$ cat config.mk
export PLATFORM = sky130hd
export DESIGN_NAME = trivium_ks_ctrl_flat
export DESIGN_NICKNAME = d
export VERILOG_FILES = /design/src/rtl/trivium_pkg.sv /design/src/rtl/trivium_ks_ctrl_if.sv /design/src/rtl/trivium_ks_serializer.sv /design/src/rtl/trivium_ks_ctrl.sv /design/src/flat_wrapper.sv
export SDC_FILE = /design/constraint.sdc
export NUM_CORES = 1
export LEC_CHECK = 0
export CORE_AREA = 2 2 201 203
export DETAILED_ROUTE_END_ITERATION = 10
export DIE_AREA = 0 0 203 205
export PLACE_DENSITY = 0.74
export RECOVER_POWER = 25
export SLEW_MARGIN = 20
export SYNTH_ARGS = -nofsm -noshare
export SYNTH_HDL_FRONTEND = slang
export SYNTH_SLANG_ARGS = --single-unit
$ cat constraint.sdc
create_clock -name CLK -period 1.8 [get_ports CLK]
set_clock_uncertainty 0.2 [all_clocks]
set_input_delay 0.36 -clock CLK [delete_from_list [all_inputs] [get_ports CLK]]
set_output_delay 0.36 -clock CLK [all_outputs]
set_load 0.05 [all_outputs]
$ cat src/rtl/trivium_pkg.sv
// Shared widths, state encoding and core timing for the Trivium keystream sequencer.
package trivium_pkg;
  localparam int KEY_W        = 80;
  localparam int IV_W         = 80;
  localparam int BLK_W        = 128;
  localparam int TRIV_BLK_CYC = 1283;

  typedef enum logic [2:0] {IDLE, KEY, KWAIT, IV, BUSY, DRAIN, ABORT} st_e;
endpackage

$ cat src/rtl/trivium_ks_ctrl_if.sv
// Host-side bundle: key/IV command channel in, keystream word stream out.
interface trivium_ks_ctrl_if #(parameter int WORD_W = 32);
  import trivium_pkg::*;

  logic              cmd_valid;
  logic              cmd_ready;
  logic              cmd_rekey;
  logic [KEY_W-1:0]  cmd_key;
  logic [IV_W-1:0]   cmd_iv;
  logic              ks_valid;
  logic              ks_ready;
  logic [WORD_W-1:0] ks_data;
  logic              ks_last;

  modport master (output cmd_valid, cmd_rekey, cmd_key, cmd_iv, ks_ready,
                  input  cmd_ready, ks_valid, ks_data, ks_last);
  modport slave  (input  cmd_valid, cmd_rekey, cmd_key, cmd_iv, ks_ready,
                  output cmd_ready, ks_valid, ks_data, ks_last);
endinterface

$ cat src/rtl/trivium_ks_serializer.sv
// Splits one 128b keystream block into WORD_W words, LS word first, valid/ready out.
module trivium_ks_serializer
  import trivium_pkg::*;
#(
  parameter int WORD_W = 32
) (
  input  logic              CLK,
  input  logic              RSTn,
  input  logic              load,
  input  logic [BLK_W-1:0]  din,
  output logic              valid,
  input  logic              ready,
  output logic [WORD_W-1:0] data,
  output logic              last,
  output logic              done
);
  localparam int NW    = BLK_W / WORD_W;
  localparam int IDX_W = (NW > 1) ? $clog2(NW) : 1;
  localparam logic [IDX_W-1:0] PEN = IDX_W'((NW > 1) ? NW - 2 : 0);

  logic [BLK_W-1:0] buf_q;
  logic [IDX_W-1:0] idx;
  logic             xfer;

  assign xfer = valid & ready;
  assign done = xfer & last;
  // Shifting keeps the current word in the low bits, so ks_data is a plain flop output.
  assign data = buf_q[WORD_W-1:0];

  always_ff @(posedge CLK) begin
    if (!RSTn) begin
      buf_q <= '0;
      idx   <= '0;
      valid <= 1'b0;
      last  <= 1'b0;
    end else if (load) begin
      buf_q <= din;
      idx   <= '0;
      valid <= 1'b1;
      last  <= (NW == 1);
    end else if (xfer) begin
      if (last) begin
        valid <= 1'b0;
        last  <= 1'b0;
      end else begin
        buf_q <= buf_q >> WORD_W;
        idx   <= idx + 1'b1;
        last  <= (idx == PEN);
      end
    end
  end
endmodule

$ cat src/rtl/trivium_ks_ctrl.sv
// Trivium core sequencer: one key/IV command -> core load pulses -> 128b block -> word stream.
module trivium_ks_ctrl
  import trivium_pkg::*;
#(
  parameter int WORD_W  = 32,
  parameter int TIMEOUT = 2047,
  parameter int CNT_W   = 16
) (
  input  logic              CLK,
  input  logic              RSTn,
  trivium_ks_ctrl_if.slave  bus,
  output logic              busy,
  output logic              err,
  output logic [CNT_W-1:0]  blk_cnt,
  output logic [KEY_W-1:0]  core_Kin,
  output logic [IV_W-1:0]   core_Din,
  output logic              core_Krdy,
  output logic              core_Drdy,
  output logic              core_EncDec,
  output logic              core_EN,
  input  logic              core_BSY,
  input  logic              core_Kvld,
  input  logic              core_Dvld,
  input  logic [BLK_W-1:0]  core_Dout
);
  // Counter is wide enough for a real core block even when TIMEOUT is set small.
  localparam int WD_MAX = (TIMEOUT > TRIV_BLK_CYC) ? TIMEOUT : TRIV_BLK_CYC;
  localparam int WD_W   = $clog2(WD_MAX + 1);

  st_e             st, nxt;
  logic [WD_W-1:0] wd;
  logic            key_ok, cmd_ready_q, accept, wd_exp;
  logic            ser_load, ser_done, ser_valid, ser_last;
  logic [WORD_W-1:0] ser_data;

  // Completion is taken only from Kvld/Dvld; BSY is informational.
  logic unused_bsy;
  assign unused_bsy = core_BSY;

  assign accept      = bus.cmd_valid & cmd_ready_q;
  assign wd_exp      = (wd == WD_W'(TIMEOUT));
  assign ser_load    = (st == BUSY) & core_Dvld;
  assign core_EncDec = 1'b0;

  assign bus.cmd_ready = cmd_ready_q;
  assign bus.ks_valid  = ser_valid;
  assign bus.ks_data   = ser_data;
  assign bus.ks_last   = ser_last;

  always_comb begin
    nxt = st;
    case (st)
      IDLE:    if (accept) nxt = (bus.cmd_rekey || !key_ok) ? KEY : IV;
      KEY:     nxt = KWAIT;
      KWAIT:   if (core_Kvld) nxt = IV;
               else if (wd_exp) nxt = ABORT;
      IV:      nxt = BUSY;
      // Dvld is checked first so a block landing on the last watchdog cycle is kept.
      BUSY:    if (core_Dvld) nxt = DRAIN;
               else if (wd_exp) nxt = ABORT;
      DRAIN:   if (ser_done) nxt = IDLE;
      ABORT:   nxt = IDLE;
      default: nxt = IDLE;
    endcase
  end

  always_ff @(posedge CLK) begin
    if (!RSTn) begin
      st          <= IDLE;
      cmd_ready_q <= 1'b0;
      busy        <= 1'b0;
      err         <= 1'b0;
      key_ok      <= 1'b0;
      blk_cnt     <= '0;
      wd          <= '0;
      core_Kin    <= '0;
      core_Din    <= '0;
      core_Krdy   <= 1'b0;
      core_Drdy   <= 1'b0;
      core_EN     <= 1'b0;
    end else begin
      st          <= nxt;
      cmd_ready_q <= (nxt == IDLE);
      busy        <= (nxt != IDLE);
      core_Krdy   <= (nxt == KEY);
      core_Drdy   <= (nxt == IV);
      core_EN     <= 1'b1;
      wd          <= (st == KWAIT || st == BUSY) ? wd + 1'b1 : '0;
      if (accept) begin
        core_Kin <= bus.cmd_key;
        core_Din <= bus.cmd_iv;
        err      <= 1'b0;
      end
      if (st == KWAIT && core_Kvld) key_ok <= 1'b1;
      if (st == ABORT) begin
        err    <= 1'b1;
        key_ok <= 1'b0;
      end
      if (ser_done) blk_cnt <= blk_cnt + 1'b1;
    end
  end

  trivium_ks_serializer #(.WORD_W(WORD_W)) u_ser (
    .CLK   (CLK),
    .RSTn  (RSTn),
    .load  (ser_load),
    .din   (core_Dout),
    .valid (ser_valid),
    .ready (bus.ks_ready),
    .data  (ser_data),
    .last  (ser_last),
    .done  (ser_done)
  );
endmodule

$ cat src/flat_wrapper.sv
// flat-port wrapper written by rule: the top's interface ports become plain ports
module trivium_ks_ctrl_flat import trivium_pkg::*;
#(
  parameter int WORD_W  = 32,
  parameter int TIMEOUT = 2047,
  parameter int CNT_W   = 16
)
  (CLK, RSTn, busy, err, blk_cnt, core_Kin, core_Din, core_Krdy, core_Drdy, core_EncDec, core_EN, core_BSY, core_Kvld, core_Dvld, core_Dout, bus_cmd_valid, bus_cmd_rekey, bus_cmd_key, bus_cmd_iv, bus_ks_ready, bus_cmd_ready, bus_ks_valid, bus_ks_data, bus_ks_last);
  trivium_ks_ctrl_if #(.WORD_W(WORD_W)) bus_i ();
  input  logic CLK;
  input  logic RSTn;
  output logic busy;
  output logic err;
  output logic [CNT_W-1:0] blk_cnt;
  output logic [KEY_W-1:0] core_Kin;
  output logic [IV_W-1:0] core_Din;
  output logic core_Krdy;
  output logic core_Drdy;
  output logic core_EncDec;
  output logic core_EN;
  input  logic core_BSY;
  input  logic core_Kvld;
  input  logic core_Dvld;
  input  logic [BLK_W-1:0] core_Dout;
  input wire logic [$bits(bus_i.cmd_valid)-1:0] bus_cmd_valid;
  input wire logic [$bits(bus_i.cmd_rekey)-1:0] bus_cmd_rekey;
  input wire logic [$bits(bus_i.cmd_key)-1:0] bus_cmd_key;
  input wire logic [$bits(bus_i.cmd_iv)-1:0] bus_cmd_iv;
  input wire logic [$bits(bus_i.ks_ready)-1:0] bus_ks_ready;
  output wire logic [$bits(bus_i.cmd_ready)-1:0] bus_cmd_ready;
  output wire logic [$bits(bus_i.ks_valid)-1:0] bus_ks_valid;
  output wire logic [$bits(bus_i.ks_data)-1:0] bus_ks_data;
  output wire logic [$bits(bus_i.ks_last)-1:0] bus_ks_last;
  assign bus_i.cmd_valid = bus_cmd_valid;
  assign bus_i.cmd_rekey = bus_cmd_rekey;
  assign bus_i.cmd_key = bus_cmd_key;
  assign bus_i.cmd_iv = bus_cmd_iv;
  assign bus_i.ks_ready = bus_ks_ready;
  assign bus_cmd_ready = bus_i.cmd_ready;
  assign bus_ks_valid = bus_i.ks_valid;
  assign bus_ks_data = bus_i.ks_data;
  assign bus_ks_last = bus_i.ks_last;
  trivium_ks_ctrl #(.WORD_W(WORD_W), .TIMEOUT(TIMEOUT), .CNT_W(CNT_W)) u_core (.CLK(CLK), .RSTn(RSTn), .bus(bus_i), .busy(busy), .err(err), .blk_cnt(blk_cnt), .core_Kin(core_Kin), .core_Din(core_Din), .core_Krdy(core_Krdy), .core_Drdy(core_Drdy), .core_EncDec(core_EncDec), .core_EN(core_EN), .core_BSY(core_BSY), .core_Kvld(core_Kvld), .core_Dvld(core_Dvld), .core_Dout(core_Dout));
endmodule
# Word level (Yosys, flattened, before mapping)
# Index checks and enable logic that the tools add are counted.
# Widths: inputs -> output; s select.
dict set report totals {
  n_memories 0
  output_inout_bits 217
  latchBits 0
  mem_bits_ro 0
  inputBits 296
  mem_bits_rw 0
  regBits 329
}
dict set report classes {
  order_cmp 0
  multipliers 0
  shift 0
  eq_ne 11
  add_sub_neg 3
  n_mux 17
  bitwise 6
  div_mod_pow 0
  reduce_logical 16
}
# operator count
set op_table {}
lappend op_table {{$mux 128} 3}
lappend op_table {{$pmux 3 s6} 1}
lappend op_table {{$add 16x1->16 const B} 1}
lappend op_table {{$mux 3} 5}
lappend op_table {{$add 11x1->11 const B} 1}
lappend op_table {{$eq 11x11->1 const B} 1}
lappend op_table {{$eq 3x2->1 const B} 3}
lappend op_table {{$eq 3x3->1 const B} 3}
lappend op_table {{$reduce_and 2->1} 4}
lappend op_table {{$mux 1} 7}
lappend op_table {{$eq 3x1->1 const B} 2}
lappend op_table {{$logic_not 3->1} 2}
lappend op_table {{$reduce_bool 2->1} 3}
lappend op_table {{$and 1x1->1} 4}
lappend op_table {{$reduce_or 2->1} 2}
lappend op_table {{$reduce_bool 3->1} 1}
lappend op_table {{$add 2x1->2 const B} 1}
lappend op_table {{$eq 2x2->1 const B} 1}
lappend op_table {{$logic_or 1x1->1} 2}
lappend op_table {{$mux 2} 1}
lappend op_table {{$ne 2x1->1 const B} 1}
lappend op_table {{$not 1->1} 2}
lappend op_table {{$logic_and 1x1->1} 1}
lappend op_table {{$logic_not 1->1} 1}

# Longest topological paths before layout
# Gate-level depths: netlist of the first run.
dict set report logic_depth {
  ltp_word 6
  depth_mapped 7
  ltp_nobuf 5
}

# By module
# Synthesis of the first run repeated with hierarchy kept, for this count alone.
dict set report unflattened {
  cells_unflattened 1605
  area_unflattened_um2 12726.0
}
# module cells_per_inst n_inst seq_area_each_um2 area_per_inst_um2
set modules_own_cells {}
lappend modules_own_cells {trivium_ks_ctrl 877 1 3943.8 7010.5}
lappend modules_own_cells {trivium_ks_serializer 728 1 2642.5 5715.5}

# Least setup slack after synthesis of the first run
# Ideal clock, no wire load.
dict set report synth_path {
  path_kind {reg2reg}
  from {register u_core.u_ser.valid}
  to {register u_core.u_ser.buf_q[22]}
  setup_slack_ns -0.191
  required_time_ns 1.453
  synth_period_minus_slack_ns 1.991
  t_arrival_ns 1.644
  n_path_buf 3
  setup_ns 0.147
  stages_incl_launch_ff 8
  path_cell_list {dfxtp_1 -> nand2_1 -> or2_1 -> buf_2 -> buf_4 -> buf_2 -> nand2_1 -> a311oi_2}
}
dict set report synth_via {
  elab_chain_len 3
}
# element line
set synth_lines {}
lappend synth_lines {{from (decl)} trivium_ks_serializer.sv:11} ;# output logic valid,
lappend synth_lines {{from (signal assigned)} trivium_ks_serializer.sv:34} ;# valid <= 1'b0;
lappend synth_lines {{from (signal assigned)} trivium_ks_serializer.sv:39} ;# valid <= 1'b1;
lappend synth_lines {{from (signal assigned)} trivium_ks_serializer.sv:43} ;# valid <= 1'b0;
lappend synth_lines {{$and 1x1->1} trivium_ks_serializer.sv:25} ;# assign xfer = valid & ready;
lappend synth_lines {{$reduce_bool 2->1 (no source line)} --}
lappend synth_lines {{$reduce_and 2->1 (no source line)} --}
lappend synth_lines {{to (signal assigned)} trivium_ks_serializer.sv:37} ;# buf_q <= din;
lappend synth_lines {{to (signal assigned)} trivium_ks_serializer.sv:46} ;# buf_q <= buf_q >> WORD_W;
lappend synth_lines {{to (decl)} trivium_ks_serializer.sv:21} ;# logic [BLK_W-1:0] buf_q;
# No other way between the ends.
# A chain may end at the register's enable or synchronous reset.

# Final worst setup path of the first run
dict set report layout_path {
  from {input bus_ks_ready}
  to {register u_core.u_ser.buf_q[82]}
}
dict set report layout_via {
  elab_chain_len 3
}
# element line
set layout_lines {}
lappend layout_lines {{from (decl)} flat_wrapper.sv:29} ;# input wire logic [$bits(bus_i.ks_ready)-1:0] bus_ks_ready;
lappend layout_lines {{$and 1x1->1} trivium_ks_serializer.sv:25}
lappend layout_lines {{$reduce_bool 2->1 (no source line)} --}
lappend layout_lines {{$reduce_and 2->1 (no source line)} --}
# No other way between the ends.

==> flow_summary_export.csv, run 1 <==
group,metric,value,unit
power,p_sw_frac,0.275,
run_status,outcome,"completed",
worst_setup_path,r2r-start,"u_core.u_ser.valid",
global_routing,antenna_found_initial,12,
die,die_y,205,µm
routing,num_vias,12700,
final_layout,layout-drive-gt1-share,0.202,
place,placed_cells,2525,
routing,drtPass1Iterations,6,
power,irDropWorstVdd,609,µV
run,drv_cap,0,
sta,fmax,0.565,GHz
worst_hold_path,hold_end,"u_core.core_Din[35]",
die,core,39400,µm²
global_routing,grt_pass1_wl,69300,µm
power,combPwrFrac,0.177,
die,row_count,73,
logic_synthesis,synth_nets,1864,
worst_setup_path,reg2regPathDepth,4,
power,p_per_area,899,nW/µm²
die,start_util,0.326,
worst_setup_path,worstPathArrival,2.01,ns
final_layout,fill_cells,3535,
routing,post-route-drc-count,0,
worst_setup_path,end_kind,"register",
place,place_ws,-0.496,ns
cts,clockBufferDepth,3,
worst_setup_path,cp_top_family,"buffers and inverters",
die,ios,513,
routing,wl,46700,µm
sta,finalWorstPathRequiredPeriod,1.77,ns
logic_synthesis,synthDistinctLibCells,48,
logic_synthesis,synth-seq-cells,329,
worst_hold_path,hold_start,"bus_cmd_iv[35]",
place,gp_congestion,0.879,
worst_setup_path,cp_slowest_cell,"clkdlybuf4s50_1",
cts,cts_tree,"built",
logic_synthesis,synth_area_per_cell,8.19,µm²
logic_synthesis,async_reset_ff_frac,0,
worst_setup_path,crit_chain,"clkdlybuf4s50_1, and3b_4, buf_12, nand2_1, a311oi_1",
sta,slew_headroom,0.593,
power,switching_power,5.10,mW
routing,drt_iter0_markers,1006,
worst_hold_path,holdPathStages,3,
die,die_area,41600,µm²
sta,hold_viol_final,0,
power,pwr-share-clk,0.403,
worst_setup_path,r2r_setup_slack,0.04,ns
worst_setup_path,critical-path-max-stage-delay,0.60,ns
sta,fin_crit_sh,0.983,
worst_setup_path,cp.required,2.04,ns
sta,drv_slew,0,
final_layout,final_common_cell,"nand2_1",
cts,postCtsHoldBufs,0,
logic_synthesis,synth-edff-count,0,
global_routing,grt_pass1_vias,12300,
cts,clk-insertion-delay-late,0.54,ns
sta,worst_pin_slew,0.611,ns
place,hpwl,35600,µm
sta,finalSetupViolations,0,
logic_synthesis,ys.flop_type,"dfxtp_1",
worst_setup_path,timing.rr.end,"u_core.u_ser.buf_q[82]",
worst_setup_path,crit_type,"in2reg",
logic_synthesis,seq_area_frac_synth,0.514,
global_routing,overflow,0,
final_layout,layout_common_cells,"528 x nand2_1, 314 x dfxtp_1, 293 x clkdlybuf4s50_1, 173 x buf_4, 165 x a21oi_1",
logic_synthesis,synthesis.area,12800,µm²
final_layout,num-nets-final,2341,
power,intPower,13.4,mW
logic_synthesis,netlist_instances,1565,
worst_hold_path,hold_class,"in2reg",
power,p_leak,7.60,nW
cts,cts_made_buffers,38,
worst_setup_path,path_buf_inv,2,
cts,clock-sinks,329,
routing,vias_per_cell,4.89,
power,seq_power_share,0.420,
routing,drt-wirelength-per-cell,17.9,µm
global_routing,grt_max_degree,71,
die,fp.dieW,203,µm
cts,clkSlewWorstSetupHoldPaths,0.06,ns
routing,final_antenna_net_count,0,
final_layout,final-seq-area,6610,µm²
logic_synthesis,yosysWarnings,0,
worst_setup_path,critPathMaxFanout,34,
sta,rsz0062_at_grt,"yes",
sta,setup_slack,0.0309,ns
final_layout,area_growth,60.6,%
worst_setup_path,start_kind,"input pin",
place,port-buffer-count,510,
final_layout,fin_cells,2601,
cts,root_buffer,"clkbuf_16",
final_layout,multi_input_area,5470,µm²
cts,cts.htree.levels,2,
global_routing,grt_use_total,0.213,
==> through the flow <==
stage / hold slack (ns) / power, mW / util / TNS, ns / area (µm²)
detailed placement: 0.247 / 11.2 / 0.493 / -79.54 / 19400
CTS: 0.132 / 18.8 / 0.524 / 0 / 20600
global route: 0.150 / 19.2 / 0.523 / -0.0156 / 20600
finish: 0.170 / 18.5 / 0.523 / 0 / 20600
floorplan: 0.188 / 9.48 / - / 0 / 12800
global placement: 0.227 / 11.2 / 0.493 / -73.69 / 19400
==> worst register-to-register path: cells and delay by family, from the launching register on <==
family | cells | cell delay, ns
AND/OR/NAND/NOR | 2 | 0.48
AO/OA/AOI/OAI | 1 | 0.30
flip-flops | 1 | 0.42
buffers and inverters | 1 | 0.24
==> synth_stat cells (5+ instances only) <==
cell type  count  area (µm²)
xor2_1         8        70.1
nor2_1       158         593
clkbuf_1      61         229
nor4_2         5        62.6
inv_1          5        18.8
a311oi_1      66         578
nand2b_1       5        31.3
dfxtp_1      329        6590
a311oi_2      30         450
xnor2_1       13         114
a22oi_1       32         240
nand2_1      529        1990
a21oi_1      165         826
buf_2         49         245
nand3_1       11        55.1
nand4_1        5        31.3
buf_4         41         308
mux2i_1        5        50.1
==> worst max path at each step <==
stage	start	to	depth (start not counted)	slack [ns]
2_1_floorplan	u_core.u_ser.valid	u_core.u_ser.buf_q[22]	7	0.02
3_3_place_gp	bus_ks_ready	u_core.u_ser.buf_q[0]	5	-0.42
3_5_place_dp	bus_ks_ready	u_core.u_ser.buf_q[82]	5	-0.50
4_1_cts	u_core.blk_cnt[11]	blk_cnt[11]	1	0.01
5_1_grt	u_core.st[0]	u_core.u_ser.buf_q[79]	5	-0.008
6_report	bus_ks_ready	u_core.u_ser.buf_q[82]	5	0.03
==> power groups by stage <==
stage	registers (mW)	logic, mW	clock network [mW]
floorplan	8.74	0.740	0
global route	7.81	3.46	7.90
finish	7.78	3.28	7.46
detailed placement	7.94	3.30	0
global placement	7.92	3.26	0
CTS	7.78	3.31	7.66
==> timing repair <==
action                                  CTS  global route
hold endpoints to repair                  0             0
gates resized for setup                   1             7
pin swaps                                 0             1
setup buffers                             0             2
endpoints found under the setup margin    1            12
==> cell type report <==
type                    instances  share of cell area
multi-input cells            1073               0.266
clock inverters                 9             0.00407
repair buffers                593               0.321
diodes                          9             0.00109
clock buffers                  56              0.0539
inverters                       7             0.00128
well taps                     525              0.0319
flip-flops and latches        329               0.321
==> per-layer routing <==
layer  vias to the layer above  GRT usage  wire length, µm
met5                         -          0               10
met4                         2     0.0915             1690
met3                       106     0.0612             3750
met2                       496      0.349            22200
met1                      5932      0.260            19000
li1                       6173          -                -
==> sequential cells by signal, indices dropped and copies added (netlist names), 2 cells and up <==
signal,count
u_core.u_ser.idx,2
u_core.core_Din,80
u_core.u_ser.buf_q,128
u_core.blk_cnt,16
u_core.st,3
u_core.core_Kin,80
u_core.wd,11
==> kinds of logic (layout without fill, tap and decap cells) <==
kind of cell / Yosys count / after routing / synth area share
buf+inv: 163 / 665 / 0.0651
xor+xnor: 21 / 21 / 0.0143
compound gates: 304 / 304 / 0.169
fa+ha+maj: 3 / 3 / 0.00293
other cells: 1 / 10 / 0.000292
flops: 329 / 329 / 0.514
simple gates: 739 / 739 / 0.230
mux: 5 / 5 / 0.00390
Power figures use the tool's default switching activity.
==> run 2: changes to the inputs <==
==> constraint.sdc (replaced) <==
create_clock -name CLK -period 1.8 [get_ports CLK]
set_clock_uncertainty 0.2 [all_clocks]
set_input_delay 0.27 -clock CLK [delete_from_list [all_inputs] [get_ports CLK]]
set_output_delay 0.27 -clock CLK [all_outputs]
set_load 0.05 [all_outputs]
==> flow_summary_export.csv, run 2 (synthesis results as in run 1) <==
group,metric,value,unit
place,gp_congestion,0.913,
final_layout,largest_register_ffs,128,
sta,finalWorstPathRequiredPeriod,1.75,ns
power,p_per_area,946,nW/µm²
routing,drtPass1Iterations,6,
cts,root_buffer,"clkbuf_16",
final_layout,num-nets-final,2323,
die,die_y,205,µm
place,port-buffer-count,510,
global_routing,antenna_found_initial,15,
place,place_area,18100,µm²
worst_setup_path,end_kind,"register",
worst_hold_path,hold_class,"in2reg",
final_layout,top_regs,"u_core.u_ser.buf_q: 128 flops, u_core.core_Din: 80 flops, u_core.core_Kin: 80 flops",
sta,rsz0062_at_grt,"yes",
power,irDropWorstVdd,634,µV
cts,clockBufferDepth,3,
final_layout,post-route-util,0.492,
routing,final_antenna_net_count,0,
die,fp.dieW,203,µm
die,die_area,41600,µm²
die,start_util,0.326,
routing,drt-wirelength-per-cell,17.8,µm
sta,hold_viol_final,0,
worst_setup_path,cp.required,2.02,ns
final_layout,area_growth,51.2,%
cts,clkSlewWorstSetupHoldPaths,0.06,ns
worst_setup_path,crit_type,"reg2reg",
routing,num_vias,12600,
global_routing,grt_use_total,0.206,
die,ios,513,
routing,wl,46000,µm
die,row_count,73,
cts,clk-insertion-delay-late,0.54,ns
final_layout,fill_cells,3708,
cts,cts_tree,"built",
sta,drv_slew,0,
worst_setup_path,start_kind,"register",
routing,drt_iter0_markers,891,
worst_setup_path,critPathMaxFanout,5,
final_layout,layout-drive-gt1-share,0.194,
worst_setup_path,worstPathArrival,1.97,ns
run_status,outcome,"completed",
sta,fin_crit_sh,0.971,
global_routing,grt_pass1_vias,11800,
cts,cts_made_buffers,37,
run,drv_cap,0,
cts,cts.htree.levels,2,
cts,clock-sinks,329,
sta,fmax,0.572,GHz
worst_setup_path,r2r_setup_slack,0.05,ns
global_routing,grt_pass1_wl,66900,µm
routing,vias_per_cell,4.86,
final_layout,largest-register,"u_core.u_ser.buf_q",
global_routing,grt_max_degree,62,
final_layout,layout_common_cells,"529 x nand2_1, 316 x dfxtp_1, 294 x clkdlybuf4s50_1, 249 x buf_4, 165 x a21oi_1",
sta,finalSetupViolations,0,
final_layout,final_common_cell,"nand2_1",
global_routing,overflow,0,
sta,worst_pin_slew,0.501,ns
die,core,39400,µm²
final_layout,design_area,19400,µm²
routing,post-route-drc-count,0,
place,hpwl,34500,µm
cts,postCtsHoldBufs,0,
sta,slew_headroom,0.665,
power,p_leak,7.27,nW
-- run 2: worst max-delay path: stages, from the launching register on --
cell and delay [ns]:
dfxtp_1 0.32, ha_1 0.24, and4_2 0.29, nand3_1 0.17, o21ai_4 0.10, o31a_1 0.32
-- run 2: per-stage QoR --
stage	hold WS (ns)	cells	setup TNS (ns)	setup WS, ns	total power, mW
2_1_floorplan	0.0977	1565	0	0.0236	9.48
3_3_place_gp	0.227	2508	-44.50	-0.322	10.9
3_5_place_dp	0.242	2508	-52.20	-0.326	11.0
4_1_cts	0.0357	2573	0	0.0150	18.5
5_1_grt	0.0481	2585	-0.0878	-0.0430	19.0
6_report	0.0708	2587	0	0.0518	18.3
-- run 2: where the power goes --
| group | switching, mW | leakage, nW | internal [mW] | total [mW] |
|---|---|---|---|---|
| Sequential | 0.166 | 2.67 | 7.57 | 7.74 |
| Combinational | 1.86 | 4.01 | 1.25 | 3.11 |
| Clock | 3.01 | 0.591 | 4.48 | 7.49 |
-- run 2: layout make-up --
| class | instances | area (µm²) | share of cell area |
|---|---|---|---|
| Antenna cell | 12 | 30.0 | 0.00155 |
| Tap cell | 525 | 657 | 0.0339 |
| Clock buffer | 57 | 1130 | 0.0585 |
| Multi-Input combinational cell | 1073 | 5470 | 0.282 |
| Inverter | 7 | 33.8 | 0.00174 |
| Timing Repair Buffer | 576 | 5380 | 0.277 |
| Clock inverter | 8 | 73.8 | 0.00381 |
| Sequential cell | 329 | 6600 | 0.341 |
-- run 2: worst paths after layout --
path	cells after the start	start	end
max	5	u_core.wd[0]	u_core.busy
min	3	bus_cmd_key[4]	u_core.core_Kin[4]
max reg2reg	5	u_core.wd[0]	u_core.busy
min reg2reg	1	u_core.wd[0]	u_core.wd[0]
-- run 2: repair_timing --
| action | 4_1_cts | 5_1_grt |
|---|---|---|
| resized for setup | 1 | 6 |
| setup endpoints to repair | 1 | 6 |
| buffers inserted | 0 | 2 |
-- run 2: routing by layer --
layer	vias up	part of all wire	GRT usage
met1	5817	0.41	0.257
met2	502	0.46	0.328
met5	-	0.00080	0
met3	102	0.085	0.0598
met4	6	0.038	0.0957
li1	6141	-	-
==> run 3: changes to the inputs <==
--- a/config.mk
+++ b/config.mk
@@ -5,10 +5,10 @@
 export SDC_FILE = /design/constraint.sdc
 export NUM_CORES = 1
 export LEC_CHECK = 0
-export CORE_AREA = 2 2 201 203
+export CORE_AREA = 8 8 191 193
 export DETAILED_ROUTE_END_ITERATION = 10
-export DIE_AREA = 0 0 203 205
-export PLACE_DENSITY = 0.74
+export DIE_AREA = 0 0 199 201
+export PLACE_DENSITY = 0.83
 export RECOVER_POWER = 25
 export SLEW_MARGIN = 20
 export SYNTH_ARGS = -nofsm -noshare
==> flow_summary_export.csv, run 3 (synthesis results as in run 1) <==
group,metric,value,unit
run_status,outcome,"completed",
sta,tns,0,ns
worst_setup_path,start_kind,"register",
cts,clockBufferDepth,3,
sta,worst_pin_slew,0.794,ns
final_layout,layout-drive-gt1-share,0.203,
final_layout,layout_common_cells,"528 x nand2_1, 315 x dfxtp_1, 293 x clkdlybuf4s50_1, 250 x buf_4, 165 x a21oi_1",
worst_setup_path,crit_type,"reg2reg",
die,fp.dieW,199,µm
power,p_total,18.3,mW
power,p_per_area,934,nW/µm²
final_layout,num-nets-final,2336,
die,ios,513,
routing,wl,48700,µm
global_routing,grt_use_total,0.225,
cts,cts.htree.levels,2,
final_layout,top_regs,"u_core.u_ser.buf_q: 128 flops, u_core.core_Din: 80 flops, u_core.core_Kin: 80 flops",
sta,setup_slack,0.0172,ns
sta,rsz0062_at_grt,"yes",
cts,cts_tree,"built",
final_layout,largest_register_ffs,128,
run,drv_cap,0,
routing,num_vias,12800,
cts,root_buffer,"clkbuf_16",
routing,drt-wirelength-per-cell,19.4,µm
die,row_count,67,
global_routing,antenna_found_initial,10,
sta,drv_slew,0,
place,port-buffer-count,510,
sta,finalWorstPathRequiredPeriod,1.78,ns
final_layout,area_growth,52.5,%
worst_setup_path,worstPathArrival,2.02,ns
place,gp_congestion,0.909,
cts,clock-sinks,329,
worst_setup_path,end_kind,"register",
power,irDropWorstVdd,673,µV
die,die_y,201,µm
worst_setup_path,reg2regPathDepth,5,
global_routing,overflow,0,
cts,clk-insertion-delay-late,0.51,ns
worst_setup_path,cp.required,2.03,ns
worst_setup_path,critPathMaxFanout,16,
routing,vias_per_cell,5.08,
final_layout,fill_cells,2765,
place,place_ws,-0.409,ns
sta,worst_hold_slack,0.107,ns
place,placed_cells,2444,
die,die_area,40000,µm²
worst_hold_path,holdPathStages,3,
sta,fmax,0.561,GHz
place,hpwl,37200,µm
die,start_util,0.385,
final_layout,fin_cells,2517,
routing,post-route-drc-count,0,
cts,clkSlewWorstSetupHoldPaths,0.06,ns
final_layout,final_common_cell,"nand2_1",
sta,slew_headroom,0.470,
routing,drt_iter0_markers,803,
power,p_leak,7.39,nW
cts,cts_made_buffers,36,
worst_hold_path,hold_class,"in2reg",
sta,fin_crit_sh,0.990,
die,core,33300,µm²
final_layout,largest-register,"u_core.u_ser.buf_q",
global_routing,grt_max_degree,74,
global_routing,grt_pass1_vias,12700,
routing,final_antenna_net_count,0,
sta,finalSetupViolations,0,
routing,drtPass1Iterations,5,
sta,hold_viol_final,0,
global_routing,grt_pass1_wl,72200,µm
run 3: cell count changes in the layout (fill, tap and decap cells not counted), sizes merged, moves of 2 or more:
cell	previous run	this run
clkinv	4	2
clkinvlp	2	0
buf	276	288
clkbuf	63	61
run 3: per-layer routing:
metal / share of wire / track usage / vias to the layer above / wire, µm
met4: 0.048 / 0.120 / 0 / 2320
met3: 0.086 / 0.0622 / 129 / 4200
met5: 0 / 0 / - / 0
li1: - / - / 6157 / -
met1: 0.39 / 0.260 / 5987 / 18900
met2: 0.48 / 0.373 / 517 / 23200
run 3: final timing paths:
| check | from | to | slack [ns] |
|---|---|---|---|
| max | u_core.st[2] | u_core.u_ser.buf_q[125] | 0.02 |
| max reg2reg | u_core.st[2] | u_core.u_ser.buf_q[125] | 0.02 |
| min | bus_cmd_iv[54] | u_core.core_Din[54] | 0.11 |
| min reg2reg | u_core.core_Kin[78] | u_core.core_Kin[78] | 0.25 |
run 3: through the flow:
stage	instance area [µm²]	util
3_3_place_gp	18200	0.548
3_5_place_dp	18200	0.548
5_1_grt	19500	0.587
6_report	19600	0.587
4_1_cts	19400	0.584
2_1_floorplan	12800	-
run 3: what timing repair did:
action                     4_1_cts  5_1_grt
pin swaps                        0        9
gates resized for setup          2       22
hold buffers                     0        0
setup endpoints to repair        4       84
cloned                           0        2
buffers inserted                 0        1
run 3: layout make-up:
type                            instances  area (µm²)  share of cell area
Sequential cell                       329        6600               0.338
Clock inverter                          5        90.1             0.00461
Tap cell                              448         561              0.0287
Inverter                                7        28.8             0.00147
Multi-Input combinational cell       1074        5540               0.283
Clock buffer                           54        1100              0.0563
Timing Repair Buffer                  589        5600               0.286
Antenna cell                           11        27.5             0.00141
run 3: power breakdown:
part	internal, mW	total [mW]	switching [mW]
clock	4.50	7.38	2.88
sequential	7.57	7.74	0.168
combinational	1.28	3.15	1.87
total	13.4	18.3	4.91
run 3: critical path: stages, from the launching register on:
cell,delay (ns)
dfxtp_1,0.31
nor4bb_4,0.15
buf_4,0.16
nor2_2,0.61
a22oi_1,0.15
nor2_1,0.13
